===== src/rtl/uart_tx_ctrl.sv =====
// uart_tx_ctrl: tick-paced UART transmit sequencer (start, 5-8 data bits LSB-first, optional parity, 1-2 stops)
// that owns the baud divisor and only updates it while the line is idle.
module uart_tx_ctrl #(
  parameter int UBRR_W = 12
) (
  input  logic              clk,
  input  logic              reset,
  input  logic [UBRR_W-1:0] ubrr_in,
  output logic [UBRR_W-1:0] ubrr_out,
  input  logic              tick,
  input  logic [1:0]        cfg_dbits,
  input  logic [1:0]        cfg_par,
  input  logic              cfg_stop,
  input  logic [7:0]        tx_data,
  input  logic              tx_valid,
  output logic              tx_ready,
  output logic              txd,
  output logic              tx_busy,
  output logic              tx_done
);
  typedef enum logic [2:0] {IDLE, SYNC, START, DATA, PARITY, STOP1, STOP2} state_t;
  state_t state, ns;
  logic [7:0]        sh, sh_n;
  logic [2:0]        cnt, cnt_n;
  logic              acc, acc_n;
  logic [1:0]        len_q, len_n, par_q, par_n;
  logic              stop_q, stop_n;
  logic              txd_n, done_n;
  logic [UBRR_W-1:0] ubrr_n;
  logic              accept, par_en, last, shift;
  assign accept = state == IDLE && tx_valid;
  assign par_en = par_q == 2'b01 || par_q == 2'b10;
  assign last   = cnt == {1'b0, len_q} + 3'd4;
  assign shift  = state == DATA && tick;
  always_ff @(posedge clk or negedge reset) begin
    if (!reset) begin
      state    <= IDLE;
      sh       <= '0;
      cnt      <= '0;
      acc      <= 1'b0;
      len_q    <= '0;
      par_q    <= '0;
      stop_q   <= 1'b0;
      txd      <= 1'b1;
      tx_ready <= 1'b1;
      tx_busy  <= 1'b0;
      tx_done  <= 1'b0;
      ubrr_out <= '0;
    end else begin
      state    <= ns;
      sh       <= sh_n;
      cnt      <= cnt_n;
      acc      <= acc_n;
      len_q    <= len_n;
      par_q    <= par_n;
      stop_q   <= stop_n;
      txd      <= txd_n;
      tx_ready <= ns == IDLE;
      tx_busy  <= ns != IDLE;
      tx_done  <= done_n;
      ubrr_out <= ubrr_n;
    end
  end
  always_comb begin
    ns = state;
    unique case (state)
      IDLE:    ns = accept ? SYNC : IDLE;
      SYNC:    ns = tick ? START : SYNC;
      START:   ns = tick ? DATA : START;
      DATA:    ns = tick && last ? (par_en ? PARITY : STOP1) : DATA;
      PARITY:  ns = tick ? STOP1 : PARITY;
      STOP1:   ns = tick ? (stop_q ? STOP2 : IDLE) : STOP1;
      STOP2:   ns = tick ? IDLE : STOP2;
      default: ns = IDLE;
    endcase
  end
  // txd is derived from the next state so it only moves on tick edges
  always_comb begin
    sh_n   = accept ? tx_data : shift ? {1'b0, sh[7:1]} : sh;
    cnt_n  = accept || (state == START && tick) ? 3'd0 : shift ? cnt + 3'd1 : cnt;
    acc_n  = accept ? 1'b0 : shift ? acc ^ sh[0] : acc;
    len_n  = accept ? cfg_dbits : len_q;
    par_n  = accept ? cfg_par : par_q;
    stop_n = accept ? cfg_stop : stop_q;
    txd_n  = ns == START ? 1'b0 :
             ns == DATA ? sh_n[0] :
             ns == PARITY ? (par_q == 2'b10 ? ~acc_n : acc_n) : 1'b1;
    done_n = state != IDLE && ns == IDLE;
    ubrr_n = state == IDLE ? ubrr_in : ubrr_out;
  end
endmodule


===== config.mk =====
export PLATFORM = sky130hd
export DESIGN_NAME = uart_tx_ctrl
export DESIGN_NICKNAME = d
export VERILOG_FILES = /design/src/rtl/uart_tx_ctrl.sv
export SDC_FILE = /design/constraint.sdc
export NUM_CORES = 1
export LEC_CHECK = 0
export CORE_AREA = 10 10 102 59
export CTS_CLUSTER_SIZE = 12
export DETAILED_ROUTE_END_ITERATION = 8
export DIE_AREA = 0 0 112 69
export GPL_TIMING_DRIVEN = 0
export PLACE_DENSITY = 0.73
export SYNTH_ARGS = -nofsm -noshare
export SYNTH_HDL_FRONTEND = slang
export SYNTH_SLANG_ARGS = --single-unit

===== constraint.sdc =====
create_clock -name clk -period 5.13 [get_ports clk]
set_input_delay 1.026 -clock clk [delete_from_list [all_inputs] [get_ports clk]]
set_output_delay 1.026 -clock clk [all_outputs]
set_load 0.02 [all_outputs]

==> results of run 1 <==
==> area by class of cell <==
cell class / instances / area (µm²) / share of cell area [%]
inverters: 5 / 18.8 / 0.818
plain buffers: 8 / 61.3 / 2.67
well taps: 57 / 71.3 / 3.11
flip-flops and latches: 36 / 903 / 39.4
clock buffers: 7 / 96.3 / 4.20
multi-input cells: 94 / 687 / 30.0
clock inverters: 1 / 30.0 / 1.31
repair buffers: 43 / 425 / 18.5
==> flip-flops by register name, summed over array words and instances, names as in the netlist <==
name and flops:
acc 1, cnt 3, len_q 2, par_q 2, sh 8, state 3, stop_q 1, tx_busy 1
tx_done 1, tx_ready 1, txd 1, ubrr_out 12
==> through the flow <==
stage / setup slack [ps] / util [%] / hold WS [ps] / power [mW]
floorplan: 2950 / - / 439 / 0.810
global placement: 2270 / 51.3 / 455 / 1.02
detailed placement: 2270 / 51.2 / 458 / 1.03
CTS: 2570 / 54.2 / 474 / 1.30
global route: 2480 / 54.2 / 499 / 1.38
finish: 2540 / 54.2 / 469 / 1.30
==> metal layers <==
metal  GRT usage [%]  up-vias  share of wire [%]
met1            14.1      614                 51
met2            14.0       49                 40
li1                -      602                  -
met3            5.08        5                8.6
met5               0        -                  0
met4            2.92        0               0.59
==> logic make-up (layout without fill, tap and decap cells) <==
kind of cell	Yosys count	in the layout	share of synthesized area, %
muxes	13	13	8.69
DFF	36	36	54.1
xor gates and xnor gates	4	4	2.10
and+or+nand+nor	45	45	15.4
adders and majority gates	2	2	1.50
buffers and inverters	13	64	4.79
AOI/OAI and AO/OA	30	30	13.5
==> worst min-delay path: cells and delay by family, from the launching register on <==
family	cells	cell delay [ps]
DFF	1	350
and+or+nand+nor	2	90
==> placed cells by master, fill, tap and decap left out, types with 5 or more instances in the layout <==
cell type	n
mux2_2	10
clkbuf_8	8
dfrtp_1	34
nand2_1	28
o21ai_0	8
a22oi_1	5
inv_1	5
clkdlybuf4s50_1	42
==> worst paths after layout <==
check | endpoint | slack (ps) | depth (start not counted)
max | txd | 2540 | 7
min | sh[4] | 470 | 2
max reg2reg | txd | 3270 | 6
min reg2reg | sh[4] | 470 | 2
max in group asynchronous | sh[1] | 3810 | 1
min in group asynchronous | tx_busy | 820 | 1
==> synth_stat cells (2+ instances only) <==
| master | count | area [µm²] |
|---|---|---|
| a21oi_1 | 2 | 10.0 |
| a22oi_1 | 5 | 37.5 |
| mux2_1 | 2 | 22.5 |
| a31oi_1 | 2 | 12.5 |
| nand3b_1 | 3 | 22.5 |
| o21ai_0 | 8 | 40.0 |
| mux2_2 | 10 | 113 |
| buf_2 | 2 | 10.0 |
| dfstp_2 | 2 | 52.6 |
| inv_1 | 5 | 18.8 |
| o211ai_1 | 3 | 22.5 |
| dfrtp_1 | 34 | 851 |
| ha_1 | 2 | 25.0 |
| xnor2_1 | 3 | 26.3 |
| nand2_1 | 28 | 105 |
| buf_4 | 3 | 22.5 |
| nor2_1 | 3 | 11.3 |
==> report_power, final <==
part	leakage [nW]	switching (mW)	internal, mW
Sequential	0.445	0.0643	0.407
Clock	0.0645	0.0980	0.171
Combinational	0.502	0.285	0.270
Total	1.01	0.447	0.849
==> results.yml, run 1 <==
global_route:
  grt_pass1_wl_um: 6610
  grt_max_degree: 37
  grt_pass1_vias: 1269
  antenna_found_initial: 0
  grt_overflow: 0
  grtUsageTotal_pct: 10.4
layout:
  final_cell_area_mm2: 0.00229
  syn_to_final_growth_pct: 37.3
  fin_nets: 224
  layout-drive-gt1-share_pct: 19.1
  diodes: 0
  n_fill_cell: 364
  stdcell_count: 251
critical_path:
  startpoint_type: "primary input"
  critical_path_class: "in2reg"
  path_buf_inv: 2
  worstSetupEndpointType: "register"
  cp_cell_sequence: "clkdlybuf4s50_1 > or4b_1 > buf_2 > o211ai_1 > o31ai_2 > xnor2_1 > a31oi_1"
  required_ps: 5330
  slowest_stage: "clkdlybuf4s50_1"
  path_delay_family: "buffers and inverters"
  crit_start: "tx_valid"
  critPathArrivalTime_ps: 2790
  cp_max_fo: 7
  max_stage_delay_ps: 510
  regToRegStartpoint: "state[2]"
die:
  initial_core_util_pct: 39.5
  dieWidth_um: 112
  ioPinCount: 45
  coreArea_mm2: 0.00423
  die_h_um: 69
  dieArea_mm2: 0.00773
  num_rows: 17
synth:
  ys_ff_latch: 36
  seq_area_frac_synth_pct: 54.1
  async_flop_share_pct: 100
  synth_area_per_cell_um2: 11.7
  synth-edff-count: 0
  ys.flop_type: "dfrtp_1"
  syn_inst: 143
  synth_cell_type_count: 43
  synth_nets: 174
  ys_warn_count: 0
  synth_area_mm2: 0.00167
timing:
  setup_viol: 0
  timing.final.crit_share_pct: 50.5
  relSlewSlack_pct: 47.6
  skew_ps: 6.77
  finalSetupTns_ps: 0
  worst_pin_slew_ps: 787
  finalMaxSlewViolations: 0
  grt_setup_unrepaired: "no"
  min_period_ps: 2590
  final-hold-violation-count: 0
  fmax_mhz: 386
outcome:
  status: "complete, no violations"
job:
  maxCapViolations: 0
pwr:
  leakagePower_nw: 1.01
  ir_worst_vdd_uv: 218
  power_density_mw_per_mm2: 565
route:
  viasPerCell: 5.06
  dr.first_iter.drc_count: 49
  via_count: 1270
  wirelength_um: 3920
  drc_errors: 0
  ant_nets: 0
  drt_pass1_iterations: 4
  routedWlPerCell_um: 15.6
clock_network:
  cts_setup_buffers: 0
  htree_levels: 2
  cts_root_buffer: "clkbuf_8"
  cts_hold_buf: 0
  cts_tree: "done"
  cts_buffers: 5
  clkTransAtPathRegs_ps: 70
  clk_latency_ps: 280
  clk_path_buf_depth: 2
  post_cts_resized: 0
  cts.sinks: 36
min_path:
  worstHoldPathType: "reg2reg"
  min_from: "sh[4]"
placed_design:
  hpwl_um: 2950
  gp_congestion: 0.805
  placed_cell_area_mm2: 0.00217
  io_buffers: 43
  dp.cells: 243
No activity file was read; power rests on OpenSTA's default activity.
==> run 2, diff against run 1 <==
Settings changed: PLACE_DENSITY 0.73 to 0.76.
Clock period 5.13 ns to 2.3 ns, I/O delays scaled along.
==> run 2 against run 1 <==
  * Sequential share of layout area shrank 0.55 points
  * Non-clock buffer count unchanged
  * Cell count stayed put
  * Combinational power increased by 120%
  * Via count is 1.3% lower
  * Register-to-register slack worse by 2800 ps
  * Clock-buffer cell count is 2 lower
  * Utilization rose by 0.77 points
  * First-iteration DRC count increased by 51%
  * Sequential power is 120% higher
  * Flip-flop and latch count unchanged
  * Design area rose by 1.4%
==> results.yml, run 2 (synthesis gave the netlist of run 1 again) <==
clock_network:
  cts_setup_buffers: 0
  cts_root_buffer: "clkbuf_8"
  cts.sinks: 36
  cts_hold_buf: 0
  clk_latency_ps: 300
  cts_tree: "done"
  clk_path_buf_depth: 2
  post_cts_resized: 0
  cts_buffers: 5
  clkTransAtPathRegs_ps: 80
  htree_levels: 2
timing:
  skew_ps: 4.82
  final-hold-violation-count: 0
  timing.final.crit_share_pct: 85.6
  min_period_ps: 1970
  fmax_mhz: 508
  setup_viol: 0
  grt_setup_unrepaired: "no"
  finalMaxSlewViolations: 0
  worst_pin_slew_ps: 790
  finalSetupTns_ps: 0
  relSlewSlack_pct: 47.3
  hold_slack_ps: 240
  setup_ws_ps: 331
die:
  dieArea_mm2: 0.00773
  initial_core_util_pct: 39.5
  coreArea_mm2: 0.00423
  die_h_um: 69
  dieWidth_um: 112
  ioPinCount: 45
  num_rows: 17
layout:
  mostFrequentLayoutCells: "clkdlybuf4s50_1 (42), dfrtp_1 (34), nand2_1 (28)"
  mostFrequentLayoutCell: "clkdlybuf4s50_1"
  syn_to_final_growth_pct: 39.3
  diodes: 0
  largest_reg_flops: 12
  fin_nets: 224
  layout-drive-gt1-share_pct: 19.1
  layout_top_registers: "ubrr_out: 12 flops, sh: 8 flops"
  n_fill_cell: 378
  largest_register: "ubrr_out"
critical_path:
  startpoint_type: "primary input"
  worstSetupEndpointType: "register"
  r2r_end: "sh[6]"
  regToRegStartpoint: "state[2]"
  reg2reg_slack_ps: 510
  critical_path_class: "in2reg"
  cp_max_fo: 7
  critPathArrivalTime_ps: 2180
  required_ps: 2510
  reg2reg_depth: 5
global_route:
  grt_pass1_wl_um: 6550
  antenna_found_initial: 0
  grtUsageTotal_pct: 10.4
  grt_max_degree: 37
  grt_overflow: 0
  grt_pass1_vias: 1278
outcome:
  status: "complete, no violations"
route:
  dr.first_iter.drc_count: 74
  via_count: 1253
  routedWlPerCell_um: 15.6
  wirelength_um: 3930
  viasPerCell: 4.99
  drc_errors: 0
  ant_nets: 0
  drt_pass1_iterations: 4
pwr:
  finalPower_mw: 3.05
  leakagePower_nw: 1.03
  ir_worst_vdd_uv: 538
  power_density_mw_per_mm2: 1310
placed_design:
  hpwl_um: 2990
  io_buffers: 43
  gp_congestion: 0.818
  place_ws_ps: 37.4
job:
  maxCapViolations: 0
min_path:
  worstHoldPathType: "in2async"
-- run 2: area by class of cell --
| class | instances | area, µm² | area share, % |
|---|---|---|---|
| Multi-Input combinational cell | 94 | 687 | 29.5 |
| Timing Repair Buffer | 43 | 425 | 18.3 |
| Inverter | 5 | 18.8 | 0.807 |
| Clock inverter | 3 | 90.1 | 3.87 |
| Buffer | 8 | 61.3 | 2.64 |
| Tap cell | 57 | 71.3 | 3.07 |
| Sequential cell | 36 | 903 | 38.8 |
| Clock buffer | 5 | 68.8 | 2.96 |
-- run 2: critical path, stage by stage --
cell and delay (ps):
clkdlybuf4s50_1 530, or4b_1 430, buf_2 180, o22ai_2 160, a21oi_2 60, a221oi_2 280
a31oi_1 70
-- run 2: per-layer routing --
metal  GRT usage (%)  up-vias  share of wire, %
met5               0        -                 0
met4            4.17        0               1.4
met3            5.51        6                10
met2            13.8       50                40
met1            13.5      593                48
li1                -      604                 -
-- run 2: stage by stage --
stage	cells	area [µm²]	util (%)
final	251	2330	55.0
after global routing	251	2330	55.0
after CTS	251	2330	55.0
after detailed placement	243	2170	51.2
after global placement	243	2170	51.3
after floorplan	143	1670	-
-- run 2: power breakdown --
part | internal, mW | switching [mW] | total (mW)
logic | 0.600 | 0.623 | 1.22
registers | 0.906 | 0.139 | 1.05
clock network | 0.542 | 0.242 | 0.785
total | 2.05 | 1.00 | 3.05
-- run 2: worst max path at each step --
| stage | cells after the start | end | slack, ps | from |
|---|---|---|---|---|
| floorplan | 6 | txd | 670 | state[0] |
| global placement | 1 | tx_busy | -50 | reset |
| detailed placement | 7 | txd | 40 | tx_valid |
| CTS | 7 | txd | 350 | tx_valid |
| global route | 7 | txd | 280 | tx_valid |
| finish | 7 | txd | 330 | tx_valid |
==> RTL edit 1, RTL diff (flow settings as in run 1) <==
Set the parameter `UBRR_W` to 8 (it was 12).
--- a/src/rtl/uart_tx_ctrl.sv
+++ b/src/rtl/uart_tx_ctrl.sv
@@ -3,3 +3,3 @@
 module uart_tx_ctrl #(
-  parameter int UBRR_W = 12
+  parameter int UBRR_W = 8
 ) (
Interface: changed (resized ubrr_in and ubrr_out); port bits go from 45 to 37. No check against the original RTL was run, so the function may have changed too.
==> RTL edit 1 against run 1 <==
- sequential cell count fell by 4
- combinational power fell by 7.9%
- fmax fell by 5.0%
- worst setup slack got worse by 0.14 ns
- design area fell by 9.5%
- wire length fell by 7.3%
- total power fell by 14%
- area after synthesis fell by 6.1%
- critical path type unchanged
- critical endpoint is now tx_done$_DFF_PN0_
- largest power group unchanged
==> RTL edit 1: results <==
[finish]
num-nets-final = 213
share_of_cells_above_drive_strength_1_pct = 16.0
top_regs = "sh (8), ubrr_out (8)"
antennaDiodeCount = 0
n_fill_cell = 403

[sta]
slew-limit-headroom_pct = 31.9
worst_clock_skew_ns = 0.00806

[cts]
clkLatencyLatePin_ns = 0.28
cts_buffer_depth = 2
cts_post_setup_buffers_inserted = 0
number_of_instances_resized_during_post_cts_repair = 0
cts.clk_slew.worst_paths_ns = 0.06
cts_htree_levels = 2
clock-root-buffer = "clkbuf_8"
cts-buffers-inserted = 5

[yosys]
seq_area_frac_synth_pct = 51.2
ys_top_cells_by_count = "dfrtp_1 (30), nand2_1 (18), a21oi_1 (9), mux2_2 (9), nor2_1 (9)"
cells_taking_the_most_area_after_synthesis = "dfrtp_1 (48%), mux2_2 (6.5%), mux2i_1 (4.5%)"
syn_nets = 170
asyncSetResetFlopFracSynth_pct = 100
synth.mux.area_fraction_pct = 10.9
synth-xor-area-share_pct = 1.67
post_synth_fa_ha_maj_area_fraction_pct = 1.59
count_of_yosys_warnings_during_synthesis = 0
yosysUniqueCellTypes = 41
synth_compound_area_share_pct = 13.6

[power]
ir_drop_uv = 162
power_leakage_nw = 0.914

[place]
detailedPlace.worstSlack_ns = 2.10
buffer_ports.inserted = 36
place.detailed.hpwl_um = 2740
gp_congestion = 0.813

[drt]
number_of_vias_after_detailed_routing = 1193
final_routed_wirelength_across_all_metal_layers_um = 3630
first_pass_iters = 4
detailedRoute.firstIterationViolations = 43

[grt]
wire_length_of_the_first_global_routing_pass_um = 5900
pin_count_of_the_biggest_net_entering_global_routing = 33
grt_usage_pct = 9.15
grt_antenna_before_repair = 0

[setup_path]
cp.arrival_ns = 2.93
path_max_fanout = 10

[outcome]
status = "completed"

[min_path]
worst_hold_path_type = "reg -> reg"
[RTL edit 1: cell count changes after synthesis, sizes merged, moves of 4 or more]
cell / run 1 / this run
a22oi: 5 / 1
nand2: 28 / 18
a21oi: 3 / 9
o21ai: 8 / 4
dfrtp: 34 / 30
nor2: 4 / 9
mux2i: 1 / 7
[RTL edit 1: layout make-up]
class / count / share of cell area [%]
timing repair buffer: 36 / 17.1
inverter: 5 / 0.904
sequential: 32 / 38.7
clock buffer: 8 / 3.86
tap: 57 / 3.44
buffer: 9 / 2.89
multi-input combinational: 97 / 33.1
[RTL edit 1: path summary, 6_finish.rpt]
check,from,endpoint,slack [ns],cells after the start
setup / recovery,tick,tx_done$_DFF_PN0_,2.40,6
hold / removal,par_q[1]$_DFFE_PN0P_,par_q[1]$_DFFE_PN0P_,0.49,2
hold reg to reg,par_q[1]$_DFFE_PN0P_,par_q[1]$_DFFE_PN0P_,0.49,2
max in group asynchronous,reset,sh[6]$_DFFE_PN0P_,3.88,1
setup reg to reg,state[0]$_DFF_PN0_,par_q[0]$_DFFE_PN0P_,3.18,4
min in group asynchronous,reset,state[1]$_DFF_PN0_,0.79,1
[RTL edit 1: where the power goes]
group / leakage, nW / switching [mW] / internal (mW)
clock: 0.0395 / 0.0870 / 0.0962
combinational: 0.482 / 0.253 / 0.258
sequential: 0.393 / 0.0593 / 0.363
total: 0.914 / 0.399 / 0.717
[RTL edit 1: worst max-delay path, stage by stage]
cell and delay [ns]:
clkdlybuf4s50_1 0.55, buf_2 0.26, a41oi_1 0.20, a2111oi_0 0.58
nand2b_1 0.19, nor2_1 0.13
[RTL edit 1: logic make-up (layout without fill, tap and decap cells)]
| group | after synthesis | after routing |
|---|---|---|
| AO/OA/AOI/OAI | 28 | 28 |
| adder cells (fa/ha/maj) | 2 | 2 |
| XOR/XNOR | 3 | 3 |
| multiplexers | 16 | 16 |
| buffers and inverters | 14 | 58 |
| AND/OR/NAND/NOR | 48 | 48 |
| flip-flops | 32 | 32 |
[RTL edit 1: per-stage QoR]
stage / util (%) / total power [mW] / hold WS, ns / cells / cell area [um^2]
after floorplan: - / 0.757 / 0.450 / 143 / 1570
after global placement: 47.3 / 0.928 / 0.466 / 236 / 2000
after detailed placement: 47.1 / 0.938 / 0.477 / 236 / 2000
after CTS: 49.0 / 1.13 / 0.491 / 244 / 2080
after global routing: 49.0 / 1.20 / 0.512 / 244 / 2080
final: 49.0 / 1.12 / 0.490 / 244 / 2080
[RTL edit 1: metal layers]
metal	vias up	share of wire (%)	global-route usage [%]
met3	3	8.2	4.57
met2	46	36	11.8
met4	0	0.58	2.50
met5	-	0	0
met1	553	55	12.8
li1	591	-	-
==> RTL edit 2, RTL diff (settings of run 1) <==
Made on the original files. Encoding of `state_t`: now one-hot (7 bits for 7 states).
--- a/src/rtl/uart_tx_ctrl.sv
+++ b/src/rtl/uart_tx_ctrl.sv
@@ -20,3 +20,3 @@
 );
-  typedef enum logic [2:0] {IDLE, SYNC, START, DATA, PARITY, STOP1, STOP2} state_t;
+  typedef enum logic [6:0] {IDLE = 7'b0000001, SYNC = 7'b0000010, START = 7'b0000100, DATA = 7'b0001000, PARITY = 7'b0010000, STOP1 = 7'b0100000, STOP2 = 7'b1000000} state_t;
   state_t state, ns;
Formal check against the unedited RTL: same outputs for any inputs over 10 cycles, from zero or initial values and one cycle with reset low; not proved beyond that.
==> RTL edit 2 against run 1 <==
- worst setup slack got worse by 0.44 ns
- sequential share of layout area fell by 0.62 points
- die area did not move
- area after synthesis rose by 14%
- wire length rose by 17%
- total power rose by 16%
- critical path depth did not move
- sequential cell count rose by 4
- design area rose by 13%
- critical path type unchanged
- largest power group unchanged
==> RTL edit 2: results <==
[yosys]
ys_top_cells_by_count = "dfrtp_1 (37), nand2_1 (32), nor2_1 (17)"
cells_taking_the_most_area_after_synthesis = "dfrtp_1 (49%), mux2_2 (7.1%), nand2_1 (6.3%)"
seq_area_frac_synth_pct = 52.7
syn_nets = 212

[setup_path]
critical_path.reg2reg.startpoint = "state[6]$_DFF_PN0_"
cpPeakStageDelay_ns = 0.54
ff2ff_setup_slack_ns = 2.79
cp.arrival_ns = 3.24
worst_path_dominant_cell_family = "simple AND/OR/NAND/NOR gates"
reg2reg_depth = 7
path_max_fanout = 3

[finish]
num-nets-final = 264
share_of_cells_above_drive_strength_1_pct = 16.2
top_regs = "ubrr_out (12), sh (8), state (7)"

[grt]
wire_length_of_the_first_global_routing_pass_um = 7450
grt_usage_pct = 11.6
first_global_vias = 1418
pin_count_of_the_biggest_net_entering_global_routing = 30

[drt]
detailedRoute.firstIterationViolations = 88
avgRoutedWirePerCell_um = 15.7

[sta]
tightestPinTransition_ns = 0.590

[place]
gp_congestion = 0.809
place.detailed.hpwl_um = 3580
detailedPlace.worstSlack_ns = 1.86

[power]
ir_drop_uv = 329
power_leakage_nw = 1.15

[outcome]
status = "completed"
[RTL edit 2: metal layers]
metal	vias to the layer above	routed length, um	GRT usage (%)
met5	-	0	0
met4	0	19	2.50
li1	738	-	-
met1	726	2510	17.6
met2	33	1810	14.8
met3	2	249	4.13
[RTL edit 2: worst max-delay path by stage]
stage                     from             to  cells past startpoint  slack (ns)
after floorplan           tick  txd$_DFF_PN1_                      6        2.72
after global placement    tick  txd$_DFF_PN1_                      6        1.85
after detailed placement  tick  txd$_DFF_PN1_                      7        1.86
after CTS                 tick  txd$_DFF_PN1_                      7        2.14
after global routing      tick  txd$_DFF_PN1_                      6        2.01
final                     tick  txd$_DFF_PN1_                      7        2.10
[RTL edit 2: cell type report]
cell class	instances	area (um^2)
plain buffers	9	47.5
clock buffers	5	68.8
clock inverters	3	90.1
fillers	358	1640
inverters	5	18.8
multi-input cells	127	835
flip-flops and latches	40	1000
well taps	57	71.3
repair buffers	45	455
[RTL edit 2: metrics by stage]
stage	cells	instance area [um^2]	hold slack, ns
3_5_place_dp	283	2430	0.472
3_3_place_gp	282	2420	0.466
5_1_grt	291	2590	0.524
4_1_cts	291	2590	0.491
2_1_floorplan	181	1910	0.447
6_report	291	2590	0.488
[RTL edit 2: worst min-delay path: stages (launching register included)]
cell and delay (ns):
dfrtp_1 0.35, nand2_1 0.05, nand2_1 0.06
[RTL edit 2: power breakdown]
part	total, mW	switching (mW)	internal [mW]
Sequential	0.517	0.0723	0.445
Clock	0.355	0.112	0.243
Combinational	0.628	0.326	0.302
[RTL edit 2: kinds of logic (layout without fill, tap and decap cells)]
group                      after synthesis  after routing  synth area share (%)
AOI/OAI and AO/OA                       30             30                  13.1
muxes                                   13             13                  7.81
DFF                                     40             40                  52.7
adders and majority gates                2              2                  1.31
and+or+nand+nor                         76             76                  18.8
xor gates and xnor gates                 6              6                  2.76
buffers and inverters                   14             67                  3.48
